`config.mk`:
```
export PLATFORM = sky130hd
export DESIGN_NAME = mux8_to1_b32
export DESIGN_NICKNAME = d
export VERILOG_FILES = /design/src/rtl/regfile_pkg.sv /design/src/rtl/mux8_to1_b32.sv
export SDC_FILE = /design/constraint.sdc
export NUM_CORES = 1
export LEC_CHECK = 0
export CORE_ASPECT_RATIO = 0.5
export CORE_MARGIN = 3
export CORE_UTILIZATION = 24
export DETAILED_ROUTE_END_ITERATION = 16
export PLACE_DENSITY = 0.81
export SYNTH_ARGS = -nofsm -noshare
export SYNTH_HDL_FRONTEND = slang
export SYNTH_SLANG_ARGS = --single-unit
```
`constraint.sdc`:
```
create_clock -name vclk -period 1.55
set_input_delay 0.31 -clock vclk [all_inputs]
set_output_delay 0.31 -clock vclk [all_outputs]
set_load 0.01 [all_outputs]
```
`src/rtl/regfile_pkg.sv`:
```
// Shared sizing and word type for the 8-entry, 32-bit register file primitives.
package regfile_pkg;

    localparam int unsigned REG_WIDTH     = 32;
    localparam int unsigned NUM_REGS      = 8;
    localparam int unsigned REG_ADDR_BITS = 3;

    typedef logic [REG_WIDTH-1:0] word_t;

endpackage : regfile_pkg

```
`src/rtl/mux8_to1_b32.sv`:
```
// Combinational 8:1 word selector driving one register-file read port.
module mux8_to1_b32
    import regfile_pkg::*;
(
    input  logic  S2,
    input  logic  S1,
    input  logic  S0,
    input  word_t I7,
    input  word_t I6,
    input  word_t I5,
    input  word_t I4,
    input  word_t I3,
    input  word_t I2,
    input  word_t I1,
    input  word_t I0,
    output word_t Y
);

    logic [REG_ADDR_BITS-1:0] w_sel;

    assign w_sel = {S2, S1, S0};

    // Unknown select bits fall to I0 so the read port never holds state or goes X.
    always_comb begin
        Y = I0;
        case (w_sel)
            3'd0:    Y = I0;
            3'd1:    Y = I1;
            3'd2:    Y = I2;
            3'd3:    Y = I3;
            3'd4:    Y = I4;
            3'd5:    Y = I5;
            3'd6:    Y = I6;
            3'd7:    Y = I7;
            default: Y = I0;
        endcase
    end

endmodule : mux8_to1_b32

```
==> results of run 1 <==
==> cells in the mapped netlist (5+ instances only) <==
master	n	area, um2
sky130_fd_sc_hd__a21bo_2	25	250
sky130_fd_sc_hd__a22oi_1	53	398
sky130_fd_sc_hd__a31oi_1	27	169
sky130_fd_sc_hd__buf_2	26	130
sky130_fd_sc_hd__clkbuf_1	5	18.8
sky130_fd_sc_hd__mux2_2	28	315
sky130_fd_sc_hd__mux2i_1	6	60.1
sky130_fd_sc_hd__nand2_1	11	41.3
sky130_fd_sc_hd__nand2b_1	32	200
sky130_fd_sc_hd__nor2_1	29	109
sky130_fd_sc_hd__o211ai_1	25	188
==> cell type report <==
type	count	area [um2]
Antenna cell	1	2.50
Timing Repair Buffer	351	3630
Tap cell	117	146
Inverter	3	11.3
Fill cell	732	2720
Multi-Input combinational cell	267	2370
==> kinds of logic after synthesis <==
| group | share of synthesized area (%) |
|---|---|
| compound gates | 49.9 |
| mux | 19.7 |
| simple gates | 19.6 |
| buf+inv | 10.8 |
==> power by group through the flow <==
stage               registers, uW  clock network, uW  logic [uW]
floorplan                       0                  0         563
global placement                0                  0        1550
detailed placement              0                  0        1570
CTS                             0                  0        1650
global route                    0                  0        1800
finish                          0          0.0000865        1700
==> stage by stage <==
stage	setup TNS [ns]	total power, uW	utilization, %
finish	-4.96	1700	69.4
global route	-5.95	1800	69.3
CTS	-5.02	1650	66.9
detailed placement	-21.19	1570	61.2
global placement	-20.60	1550	61.2
floorplan	-0.116	563	-
==> critical path: cells and delay by family <==
family / cells / cell delay, ns
AOI/OAI and AO/OA: 2 / 0.49
buffers and inverters: 3 / 0.64
==> timing repair <==
action | in CTS | in global routing
setup buffers | 13 | 4
gates cloned | 11 | 0
endpoints found under the hold margin | 0 | 0
pin swaps | 55 | 41
setup endpoints to repair | 32 | 32
resized for setup | 267 | 59
==> routing by layer <==
metal	share of wire, %	up-vias	wire, um	global-route usage (%)
li1	-	1848	-	-
met1	41	1868	6270	35.0
met2	52	179	7860	46.7
met3	5.8	22	883	2.50
met4	1.1	0	166	2.85
met5	0	-	0	0
==> worst paths after layout <==
check,startpoint,end,cells past startpoint
setup / recovery,I1[7],Y[7],5
hold / removal,I3[5],Y[5],5
==> placed cells by master, fill, tap and decap left out, drive strengths merged, types with 4 or more instances in the layout <==
master,synthesis,final
or3,1,4
dlymetal6s2s,0,22
a22oi,53,53
clkdlybuf4s50,0,185
dlygate4sd2,0,49
a31oi,27,27
mux2i,6,6
nand2,11,11
nand2b,32,32
nor2,30,30
mux2,28,28
o211ai,25,25
buf,33,94
a21bo,25,25
==> impl_metrics.xml, run 1 <==
<?xml version="1.0" encoding="UTF-8"?>
<metrics>
  <group name="power_and_ir_drop">
    <metric name="power.switching_fraction" unit="%">35.6</metric>
    <metric name="share_clk_of_total_power" unit="%">0</metric>
    <metric name="power.share.sequential" unit="%">0</metric>
    <metric name="peak_ir_drop_on_the_vdd_network" unit="V">0.000105</metric>
    <metric name="cell_internal_pwr" unit="uW">1100</metric>
    <metric name="power_density" unit="nW/um2">276</metric>
    <metric name="share_comb_of_total_power" unit="%">100.0</metric>
    <metric name="sw_power" unit="uW">607</metric>
    <metric name="total_leakage_power" unit="uW">0.00268</metric>
  </group>
  <group name="grt">
    <metric name="grt_pass1_vias" unit="">3859</metric>
    <metric name="globalRouteOverflowTotal" unit="">0</metric>
    <metric name="grt.total_usage" unit="%">25.9</metric>
    <metric name="antenna_violations_before_repair" unit="">0</metric>
    <metric name="grt_max_degree" unit="">23</metric>
    <metric name="grt_pass1_wl" unit="um">21400</metric>
  </group>
  <group name="drt">
    <metric name="dr.pass1.iters" unit="">5</metric>
    <metric name="detailed_route_via_count" unit="">3917</metric>
    <metric name="totalWireLength" unit="um">15200</metric>
    <metric name="drt.antenna.violating_nets" unit="">0</metric>
    <metric name="post-route-drc-count" unit="">0</metric>
    <metric name="via_per_inst" unit="">5.30</metric>
    <metric name="starting_drc_count_in_detailed_routing" unit="">308</metric>
    <metric name="detail_route.wl_per_cell" unit="um">20.5</metric>
  </group>
  <group name="layout">
    <metric name="finalNonFillerCells" unit="">739</metric>
    <metric name="post_route_cells_drive_above_1_share" unit="%">32.9</metric>
    <metric name="area_delta_synth_final" unit="%">175</metric>
    <metric name="fin_nets" unit="">882</metric>
    <metric name="final-seq-area" unit="um2">0</metric>
    <metric name="number_of_sequential_cells_in_the_layout" unit="">0</metric>
    <metric name="stdcell_area" unit="um2">6160</metric>
    <metric name="clkbuf_count" unit="">0</metric>
  </group>
  <group name="worst_setup_path">
    <metric name="worst-path-max-fanout" unit="">1</metric>
    <metric name="setup.worst_path.end_class" unit="">primary output</metric>
    <metric name="critical_path.max_stage_delay" unit="ns">0.46</metric>
    <metric name="crit_path_top_delay_cell" unit="">sky130_fd_sc_hd__clkdlybuf4s50_1</metric>
    <metric name="crit_path_start_kind" unit="">primary input</metric>
    <metric name="worst-endpoint-required" unit="ns">1.24</metric>
    <metric name="critPathArrivalTime" unit="ns">1.44</metric>
    <metric name="worstSetupPathType" unit="">in -&gt; out</metric>
    <metric name="crit_path_cell_trace" unit="">clkdlybuf4s50_1 -&gt; inv_1 -&gt; a221oi_2 -&gt; o32a_1 -&gt; buf_2</metric>
  </group>
  <group name="yosys">
    <metric name="synth_fp_nets" unit="">565</metric>
    <metric name="synthDistinctLibCells" unit="">29</metric>
    <metric name="syn_area" unit="um2">2240</metric>
    <metric name="avgSynthCellArea" unit="um2">7.34</metric>
    <metric name="synth.yosys.warnings" unit="">0</metric>
    <metric name="synth_seq_area_share" unit="%">0</metric>
    <metric name="syn_inst" unit="">306</metric>
  </group>
  <group name="floorplanning">
    <metric name="floorplan.initialDensity" unit="%">25.3</metric>
    <metric name="row_count" unit="">24</metric>
    <metric name="die-height" unit="um">74.4</metric>
    <metric name="core_region_area" unit="um2">8890</metric>
    <metric name="die_x" unit="um">143</metric>
    <metric name="io_pins" unit="">291</metric>
    <metric name="die_area" unit="um2">10600</metric>
  </group>
  <group name="timing">
    <metric name="report.final.slew_viol_count" unit="">0</metric>
    <metric name="worst_hold_slack" unit="ns">1.17</metric>
    <metric name="rsz0062_at_grt" unit="">yes</metric>
    <metric name="min_period" unit="ns">1.75</metric>
    <metric name="slew_headroom" unit="%">83.8</metric>
    <metric name="max_freq" unit="MHz">570</metric>
    <metric name="worst_slack" unit="ns">-0.204</metric>
    <metric name="layout_worst_path_cycle_share" unit="%">113</metric>
    <metric name="worst_slew_pin_slew" unit="ns">0.243</metric>
    <metric name="setup-violations-final" unit="">32</metric>
    <metric name="timing_hold_violations_final" unit="">0</metric>
  </group>
  <group name="hold_path">
    <metric name="hold_path.class" unit="">in -&gt; out</metric>
  </group>
  <group name="placed_design">
    <metric name="placement.setup.worst_slack" unit="ns">-0.696</metric>
    <metric name="detailed_place.area" unit="um2">5440</metric>
    <metric name="placed_cells_incl_taps" unit="">710</metric>
    <metric name="gpl.final_weighted_congestion" unit="">0.852</metric>
    <metric name="io_buffer_count" unit="">291</metric>
    <metric name="place_hpwl" unit="um">10900</metric>
  </group>
  <group name="run_status">
    <metric name="failed_checks" unit="">setup timing</metric>
    <metric name="status" unit="">finished, violations left</metric>
  </group>
  <group name="cts">
    <metric name="postCtsHoldBufs" unit="">0</metric>
  </group>
  <group name="job">
    <metric name="maxCapViolCount" unit="">0</metric>
  </group>
</metrics>
Note: power is estimated with default switching activity, not from simulation.
==> run 2, diff against run 1 <==
--- a/config.mk
+++ b/config.mk
@@ -5,6 +5,7 @@
 export SDC_FILE = /design/constraint.sdc
 export NUM_CORES = 1
 export LEC_CHECK = 0
+export ABC_CLOCK_PERIOD_IN_PS = 1550
 export CORE_ASPECT_RATIO = 0.5
 export CORE_MARGIN = 3
 export CORE_UTILIZATION = 24
==> results of run 2 <==
Final layout, timing and power as in run 1 (identical DEF).
